`src/rtl/multicycle_controller.sv`:
```
// Main sequencing FSM of the multi-cycle RV32I-subset core: drives every datapath
// enable and mux select from the current state and the instruction register fields.
module multicycle_controller #(
  parameter int unsigned MEM_TIMEOUT = 255,
  parameter int unsigned TO_W        = 8,
  parameter bit          EN_LUI      = 1'b1
) (
  input  logic       clk,
  input  logic       rst_n,
  input  logic [6:0] op,
  input  logic [2:0] func3,
  input  logic       func7_5,
  input  logic       zero,
  input  logic       neg,
  input  logic       mem_ready,
  output logic       pc_write,
  output logic       adr_src,
  output logic       mem_write,
  output logic       ir_write,
  output logic       reg_write,
  output logic [1:0] result_src,
  output logic [1:0] alu_src_a,
  output logic [1:0] alu_src_b,
  output logic [2:0] alu_control,
  output logic [2:0] imm_src,
  output logic       illegal,
  output logic       bus_err,
  output logic [3:0] state
);

  typedef enum logic [3:0] {
    S_FETCH     = 4'd0,
    S_DECODE    = 4'd1,
    S_EXEC_R    = 4'd2,
    S_EXEC_I    = 4'd3,
    S_MEM_ADDR  = 4'd4,
    S_MEM_READ  = 4'd5,
    S_MEM_WB    = 4'd6,
    S_MEM_WRITE = 4'd7,
    S_ALU_WB    = 4'd8,
    S_BRANCH    = 4'd9,
    S_JAL       = 4'd10,
    S_JALR_ADDR = 4'd11,
    S_JALR_JUMP = 4'd12,
    S_LUI       = 4'd13,
    S_ILLEGAL   = 4'd14,
    S_BUS_ERR   = 4'd15
  } state_e;

  localparam logic [6:0] OP_R      = 7'b0110011;
  localparam logic [6:0] OP_I      = 7'b0010011;
  localparam logic [6:0] OP_LOAD   = 7'b0000011;
  localparam logic [6:0] OP_STORE  = 7'b0100011;
  localparam logic [6:0] OP_BRANCH = 7'b1100011;
  localparam logic [6:0] OP_JAL    = 7'b1101111;
  localparam logic [6:0] OP_JALR   = 7'b1100111;
  localparam logic [6:0] OP_LUI    = 7'b0110111;

  localparam logic [2:0] ALU_ADD = 3'b000;
  localparam logic [2:0] ALU_SUB = 3'b001;
  localparam logic [2:0] ALU_AND = 3'b010;
  localparam logic [2:0] ALU_OR  = 3'b011;
  localparam logic [2:0] ALU_XOR = 3'b100;
  localparam logic [2:0] ALU_SLT = 3'b101;

  localparam logic [TO_W-1:0] TO_LIMIT = TO_W'(MEM_TIMEOUT);

  state_e            state_q, state_d;
  logic [TO_W-1:0]   cnt_q, cnt_d;
  logic              illegal_q, bus_err_q;

  logic              waitState, toHit;
  logic [2:0]        aluFn;
  logic              fnOk;
  logic              taken, brOk;
  logic              pcWr, adrSel, memWr, irWr, regWr;
  logic [1:0]        resSel, srcA, srcB;
  logic [2:0]        aluCtl;

  assign waitState = (state_q == S_FETCH) || (state_q == S_MEM_READ) || (state_q == S_MEM_WRITE);
  assign toHit     = (MEM_TIMEOUT != 0) && waitState && (cnt_q == TO_LIMIT);

  always_comb begin
    aluFn = ALU_ADD;
    fnOk  = 1'b1;
    case (func3)
      3'b000:  aluFn = (state_q == S_EXEC_R && func7_5) ? ALU_SUB : ALU_ADD;
      3'b111:  aluFn = ALU_AND;
      3'b110:  aluFn = ALU_OR;
      3'b100:  aluFn = ALU_XOR;
      3'b010:  aluFn = ALU_SLT;
      default: fnOk  = 1'b0;
    endcase
  end

  always_comb begin
    taken = 1'b0;
    brOk  = 1'b1;
    case (func3)
      3'b000:  taken = zero;
      3'b001:  taken = !zero;
      3'b100:  taken = neg;
      3'b101:  taken = !neg;
      default: brOk  = 1'b0;
    endcase
  end

  always_comb begin
    imm_src = 3'b000;
    case (op)
      OP_STORE:  imm_src = 3'b001;
      OP_BRANCH: imm_src = 3'b010;
      OP_LUI:    imm_src = 3'b011;
      OP_JAL:    imm_src = 3'b100;
      default:   imm_src = 3'b000;
    endcase
  end

  // Next state plus the per-state datapath controls; wait states either complete,
  // count another stalled cycle, or abort to BUS_ERR once the stall budget is spent.
  always_comb begin
    state_d = state_q;
    cnt_d   = '0;
    pcWr    = 1'b0;
    adrSel  = 1'b0;
    memWr   = 1'b0;
    irWr    = 1'b0;
    regWr   = 1'b0;
    resSel  = 2'b00;
    srcA    = 2'b00;
    srcB    = 2'b00;
    aluCtl  = ALU_ADD;
    case (state_q)
      S_FETCH: begin
        srcB   = 2'b10;
        resSel = 2'b10;
        if (toHit) begin
          state_d = S_BUS_ERR;
        end else if (mem_ready) begin
          pcWr    = 1'b1;
          irWr    = 1'b1;
          state_d = S_DECODE;
        end else begin
          cnt_d = cnt_q + TO_W'(1);
        end
      end
      S_DECODE: begin
        srcA = 2'b01;
        srcB = 2'b01;
        case (op)
          OP_R:              state_d = S_EXEC_R;
          OP_I:              state_d = S_EXEC_I;
          OP_LOAD, OP_STORE: state_d = S_MEM_ADDR;
          OP_BRANCH:         state_d = S_BRANCH;
          OP_JAL:            state_d = S_JAL;
          OP_JALR:           state_d = S_JALR_ADDR;
          OP_LUI:            state_d = EN_LUI ? S_LUI : S_ILLEGAL;
          default:           state_d = S_ILLEGAL;
        endcase
      end
      S_EXEC_R, S_EXEC_I: begin
        srcA    = 2'b10;
        srcB    = (state_q == S_EXEC_I) ? 2'b01 : 2'b00;
        aluCtl  = aluFn;
        state_d = fnOk ? S_ALU_WB : S_ILLEGAL;
      end
      S_MEM_ADDR: begin
        srcA    = 2'b10;
        srcB    = 2'b01;
        state_d = (op == OP_LOAD) ? S_MEM_READ : S_MEM_WRITE;
      end
      S_MEM_READ: begin
        adrSel = 1'b1;
        if (toHit) begin
          state_d = S_BUS_ERR;
        end else if (mem_ready) begin
          state_d = S_MEM_WB;
        end else begin
          cnt_d = cnt_q + TO_W'(1);
        end
      end
      S_MEM_WB: begin
        resSel  = 2'b01;
        regWr   = 1'b1;
        state_d = S_FETCH;
      end
      S_MEM_WRITE: begin
        adrSel = 1'b1;
        if (toHit) begin
          state_d = S_BUS_ERR;
        end else begin
          memWr = 1'b1;
          if (mem_ready) begin
            state_d = S_FETCH;
          end else begin
            cnt_d = cnt_q + TO_W'(1);
          end
        end
      end
      S_ALU_WB: begin
        regWr   = 1'b1;
        state_d = S_FETCH;
      end
      S_BRANCH: begin
        srcA    = 2'b10;
        aluCtl  = ALU_SUB;
        pcWr    = brOk && taken;
        state_d = brOk ? S_FETCH : S_ILLEGAL;
      end
      S_JAL, S_JALR_JUMP: begin
        pcWr    = 1'b1;
        srcA    = 2'b01;
        srcB    = 2'b10;
        state_d = S_ALU_WB;
      end
      S_JALR_ADDR: begin
        srcA    = 2'b10;
        srcB    = 2'b01;
        state_d = S_JALR_JUMP;
      end
      S_LUI: begin
        resSel  = 2'b11;
        regWr   = 1'b1;
        state_d = S_FETCH;
      end
      S_ILLEGAL: state_d = S_ILLEGAL;
      S_BUS_ERR: state_d = S_BUS_ERR;
      default:   state_d = S_ILLEGAL;
    endcase
  end

  always_ff @(posedge clk or negedge rst_n) begin
    if (!rst_n) begin
      state_q   <= S_FETCH;
      cnt_q     <= '0;
      illegal_q <= 1'b0;
      bus_err_q <= 1'b0;
    end else begin
      state_q <= state_d;
      cnt_q   <= cnt_d;
      if (state_d == S_ILLEGAL) illegal_q <= 1'b1;
      if (state_d == S_BUS_ERR) bus_err_q <= 1'b1;
    end
  end

  // Strobes are gated by rst_n so nothing can commit while reset is held,
  // even the FETCH strobes that follow mem_ready combinationally.
  assign pc_write    = pcWr & rst_n;
  assign ir_write    = irWr & rst_n;
  assign mem_write   = memWr & rst_n;
  assign reg_write   = regWr & rst_n;
  assign adr_src     = adrSel;
  assign result_src  = resSel;
  assign alu_src_a   = srcA;
  assign alu_src_b   = srcB;
  assign alu_control = aluCtl;
  assign illegal     = illegal_q;
  assign bus_err     = bus_err_q;
  assign state       = state_q;

endmodule

```
`config.mk`:
```
export PLATFORM = sky130hd
export DESIGN_NAME = multicycle_controller
export DESIGN_NICKNAME = d
export VERILOG_FILES = /design/src/rtl/multicycle_controller.sv
export SDC_FILE = /design/constraint.sdc
export NUM_CORES = 1
export LEC_CHECK = 0
export ABC_AREA = 1
export CORE_ASPECT_RATIO = 2
export CORE_MARGIN = 2
export CORE_UTILIZATION = 38
export CTS_CLUSTER_DIAMETER = 120
export CTS_CLUSTER_SIZE = 12
export DETAILED_ROUTE_END_ITERATION = 6
export HOLD_SLACK_MARGIN = 0.15
export PLACE_DENSITY = 0.7
export SETUP_SLACK_MARGIN = 0.5
export SLEW_MARGIN = 20
export SYNTH_ARGS = -nofsm -noshare
export SYNTH_HDL_FRONTEND = slang
export SYNTH_SLANG_ARGS = --single-unit
```
`constraint.sdc`:
```
create_clock -name clk -period 1.4 [get_ports clk]
set_input_delay 0.21 -clock clk [delete_from_list [all_inputs] [get_ports clk]]
set_output_delay 0.21 -clock clk [all_outputs]
set_load 0.02 [all_outputs]
```
# Yosys cells after proc, flatten, opt, wreduce, memory -nomap -nowiden
# Cells that the tools add are included.
[totals]
ff_bits = 14
latch_bits = 0
ramBits = 0
rom_bits = 0
in_bits = 16
output_inout_bits = 23
mem_count = 0
[classes]
addsub = 1
mul = 0
div_mod_pow = 0
magnitude_cmp = 0
eq_ne = 32
n_shift = 0
muxes = 33
bitwise_logic = 4
reduce_logical = 21
[op_table]
columns = ["op", "count"]
rows = [
  ["one-hot mux 4 bit (12 select lines)", 1],
  ["equality test 4 bit (second input constant)", 10],
  ["two-way mux 4 bit", 7],
  ["one-hot mux 4 bit (7 select lines)", 1],
  ["two-way mux 8 bit", 3],
  ["equality test 7 x 6 -> 1 bit (second input constant)", 3],
  ["equality test 7 bit (second input constant)", 3],
  ["equality test 4 x 3 -> 1 bit (second input constant)", 4],
  ["one-hot mux 3 bit (5 select lines)", 1],
  ["OR reduction 3 bit", 5],
  ["equality test 3 bit (second input constant)", 4],
  ["one-hot mux 2 bit (3 select lines)", 2],
  ["one-hot mux 3 bit (4 select lines)", 1],
  ["two-way mux 1 bit", 11],
  ["OR reduction 5 bit", 2],
  ["adder 8 x 1 -> 8 bit (second input constant)", 1],
  ["equality test 4 x 2 -> 1 bit (second input constant)", 2],
  ["equality test 8 bit (second input constant)", 1],
  ["OR reduction 2 bit", 4],
  ["equality test 7 x 2 -> 1 bit (second input constant)", 1],
  ["equality test 7 x 5 -> 1 bit (second input constant)", 1],
  ["one-hot mux 3 bit (2 select lines)", 1],
  ["bitwise AND 1 bit", 4],
  ["equality test 4 x 1 -> 1 bit (second input constant)", 1],
  ["13 further kinds", 17],
]

# Longest topological paths before layout
[depth]
depth_word = 7
mapped_depth = 12

# Least setup slack after synthesis
# OpenSTA, ideal clock, no wires.
[synth_timing]
path_kind = "reg-to-output"
start = "register state_q[1] (netlist: state[1])"
end = "output pc_write"
arrival_ns = 1.688
required_time_ns = 1.190
slack_ns = -0.498
stages_incl_launch_ff = 10
path_buffers = 1
path_cell_list = "dfrtp_1 > buf_2 > nor2_4 > nand2_4 > nand2_4 > nand2_4 > inv_2 > nor2_2 > nand2_1 > a31oi_1"
[synth_between]
elab_chain_cells = 7
word_cells_on_any_way = 13
classes_between = "eq/ne (5); mux (2); bitwise (1); reduce/logical (5)"
[synth_rtl]
columns = ["element", "line_no", "source"]
rows = [
  ["start: declaration", "68", "state_e state_q, state_d;"],
  ["start signal: assignment", "239", "state_q <= state_d;"],
  ["equality test 4 x 3 -> 1 bit or zero test 4 bit (tied branches)", "80, 133", ""],
  ["logical OR 1 bit (2 in a row)", "80", "assign waitState = (state_q == S_FETCH) || (state_q == S_MEM_READ) || (state_q == S_MEM_WRITE);"],
  ["logical AND 1 bit", "81", "assign toHit = (MEM_TIMEOUT != 0) && waitState && (cnt_q == TO_LIMIT);"],
  ["two-way mux 1 bit", "137", "if (toHit) begin"],
  ["one-hot mux 1 bit (3 select lines) *", "133", "case (state_q)"],
  ["bitwise AND 1 bit *", "248", "assign pc_write = pcWr & rst_n;"],
  ["end: declaration", "16", "output logic pc_write,"],
]
# Every way passes the cells marked *; elsewhere a longest branch is shown, timed or not.

# Worst setup path after layout
[layout_timing]
start = "register state_q[0] (netlist: state[0])"
end = "register bus_err_q (netlist: bus_err)"
[layout_between]
elab_chain_cells = 7
word_cells_on_any_way = 30
classes_between = "eq/ne (16); mux (7); reduce/logical (7)"
[layout_rtl]
columns = ["element", "line_no", "source"]
rows = [
  ["equality test 4 x 3 -> 1 bit or zero test 4 bit (tied branches)", "80, 133", ""],
  ["logical OR 1 bit (2 in a row)", "80", ""],
  ["logical AND 1 bit", "81", ""],
  ["two-way mux 4 bit, on equally long branches", "189, 137, 174", ""],
  ["one-hot mux 4 bit (12 select lines) *", "133", ""],
  ["via state_d[0]", "68", ""],
  ["equality test 4 bit *", "242", "if (state_d == S_BUS_ERR) bus_err_q <= 1'b1;"],
  ["end signal: assignment", "237", "bus_err_q <= 1'b0;"],
  ["end signal: assignment", "242", ""],
  ["end: declaration", "70", "logic illegal_q, bus_err_q;"],
]
# The timed path passes the listed nets; every way through them passes the cells marked *.
# A chain may end at the register's enable or synchronous reset.

==> metrics.txt <==
TritonCTS buffer count=3; H-tree Lvls=1; Main synth FF type=dfrtp_1; share of the synthesized area in the top cell type=27.9%; static leakage=1.48 nW; total negative slack=-9500 ps; Reg clk slew, reported paths=60 ps; # clock sinks=14; largest cells by area after synthesis=dfrtp_1 (28%), nand2_1 (14%), nor2_1 (12%); Final HPWL DP=3560 µm; Slew Limit Fails=0; Worst EP required=1560 ps; maximum vdd drop=0.403 mV; vias in the first global route=2,011; multi-input gate area in the final layout=1150 µm²; CP bufs+invs=3; outcome=finished with violations; Core Region=3160 µm²; Worst-Margin Slew=347 ps; nets@finish=352; Yosys reg bits=14; combinational family with the most area after synthesis=simple AND/OR/NAND/NOR gates; Synth area leader=dfrtp_1; post-synthesis mux area share=0%; Commonest cells post-synth=nand2_1 (47), nor2_1 (39), inv_1 (31); Die H=85.3 µm; GRT Overall Usage=30.1%; initial core utilization=39.8%; crit path time final=2080 ps; final hold slack=356 ps; Synth Area in Simple Gates=47.1%; critical path's slowest cell=dfrtp_2; global route overflow=0; failing checks=negative setup slack; RD Place Congestion=0.922; Crit Path Class=flip-flop to flip-flop; boundary pin count=39; max-cap viol count=0; CP endpoint kind=flip-flop; port buffer count=38; post-synthesis async set-or-reset flop share=100%; worst-skew pair later-pin latency=250 ps; HP Class=input port to async pin; placed cells=332; clock skew=5.02 ps; Ys Warns=0; Synth Area in Compound Gates=9.06%; DR vias=2,146; CTS root buffer=clkbuf_8; Vias per Instance=5.88; Synth Area in XOR/XNOR=3.49%; Layout area overhead=133%; CP startpoint kind=flip-flop; die width=44.7 µm; Setup Slack @ Placement=-818 ps; Final WS setup=-676 ps; Register Area=355 µm²; fill cell total of the finished layout=118; drt initial violations=129; number of synthesized flops with an enable pin=0; critical path's largest stage delay=500 ps; Site Rows=29; sequential area share after synthesis=27.9%; Antenna Diode Count=0; Total Die Area=3810 µm²; final hold violations=0; count leader, synth=nand2_1; pwr/cell area=349 nW/µm²; crit path cell chain=inv_2 > nor2_4 > inv_2 > buf_4 > nor2_4 > nand2_1 > nand4_1 > nand3_1 > o21bai_1; global-route wire length before repair=8430 µm; Distinct cells, synth=30; Post-Syn Area=1260 µm²; Detail Route Antenna Nets=0; Top delay family on crit path=simple AND/OR/NAND/NOR gates; total wire length=7860 µm; CTS tree=done; TritonRoute pass-1 iters=4; final std cells w/o fill=365; fmax=482 MHz; WL/cell=21.5 µm; Post-Synth Adder-Cell Area=0.996%; share of cells above drive strength 1=65.6%; Syn Inst Count=204; crit share post-route=148%; max_slew headroom=76.8%; final core occ=92.6%; initial antenna violation count=0; crit path max fanout=6; DRC viols=0; Synth Area per Inst=6.16 µm²; RSZ-0062 raised after global routing=true; clock buffer depth=2; syn_nets=221; CP arrival=2240 ps; Setup violations, final=28; largest net degree at the start of global routing=15
per-layer routing:
| layer | track usage [%] | vias to the layer above | share of wire [%] |
|---|---|---|---|
| met4 | 22.6 | 0 | 8.7 |
| met2 | 60.2 | 159 | 54 |
| li1 | - | 904 | - |
| met1 | 23.0 | 1022 | 29 |
| met5 | 0 | - | 0 |
| met3 | 2.77 | 61 | 7.6 |
state kept, by name, summed over array words and instances (netlist names):
register and cells:
state 4, illegal 1, cnt_q 8, bus_err 1
cell usage in the layout (no fill, tap or decap), types with 2 or more instances in the layout:
cell type and count:
buf_4 74, buf_6 41, nand2_1 28, inv_1 19, nor2_1 18, nor2_4 14, nand2_2 14, nor2_2 13
dfrtp_1 10, inv_2 9, nand2_4 9, nand3_2 8, nand3_1 8, clkdlybuf4s50_1 7, nand4_1 5, inv_4 4
a21oi_1 4, xor2_1 4, clkbuf_8 4, dfrtp_2 4, buf_2 3, o21ai_4 2, nand3b_1 2, nand2_8 2
nand3_4 2, a21oi_4 2, o21bai_1 2, buf_8 2
cells by family after synthesis:
logic type | after synthesis
xor gates and xnor gates | 5
AOI/OAI and AO/OA | 19
adders and majority gates | 1
DFF | 14
and+or+nand+nor | 128
buffers and inverters | 37
per-stage QoR:
stage / instance area, µm² / total power (W)
after floorplan: 1470 / 0.000470
after global placement: 2320 / 0.000580
after detailed placement: 2320 / 0.000583
after CTS: 2680 / 0.000988
after global routing: 2920 / 0.00105
final: 2920 / 0.00102
what timing repair did:
action | 4_1_cts | 5_1_grt
hold buffers | 0 | 0
setup buffers | 16 | 13
endpoints found under the setup margin | 37 | 37
gates cloned | 0 | 0
hold endpoints to repair | 0 | 0
pin swaps | 17 | 14
resized for setup | 202 | 52
power by group:
group,switching [W],internal (W)
Sequential,0,0.000405
Clock,0.000157,0.000250
Combinational,0.000108,0.000102
final timing paths:
kind	from	to	slack, ps	cells past startpoint
max in group asynchronous	rst_n	state[1]$_DFF_PN0_	860	2
worst min-delay path	rst_n	cnt_q[0]$_DFF_PN0_	360	2
worst min register to register	illegal$_DFFE_PN0N_	illegal$_DFFE_PN0N_	510	1
worst max register to register	state[0]$_DFF_PN0_	bus_err$_DFFE_PN0N_	-680	9
worst max-delay path	state[0]$_DFF_PN0_	bus_err$_DFFE_PN0N_	-680	9
min in group clk	illegal$_DFFE_PN0N_	illegal$_DFFE_PN0N_	510	1
layout make-up:
| type | instances | share of cell area [%] |
|---|---|---|
| Tap cell | 31 | 1.33 |
| Inverter | 34 | 5.52 |
| Timing Repair Buffer | 129 | 39.7 |
| Sequential cell | 14 | 12.2 |
| Clock buffer | 4 | 1.88 |
| Multi-Input combinational cell | 153 | 39.4 |
worst register-to-register path, cell delays in order, from the launching register on:
cell	delay, ps
dfrtp_2	500
inv_2	100
nor2_4	210
inv_2	90
buf_4	170
nor2_4	200
nand2_1	140
nand4_1	220
nand3_1	150
o21bai_1	200
Note: power is estimated with default switching activity, not from simulation.
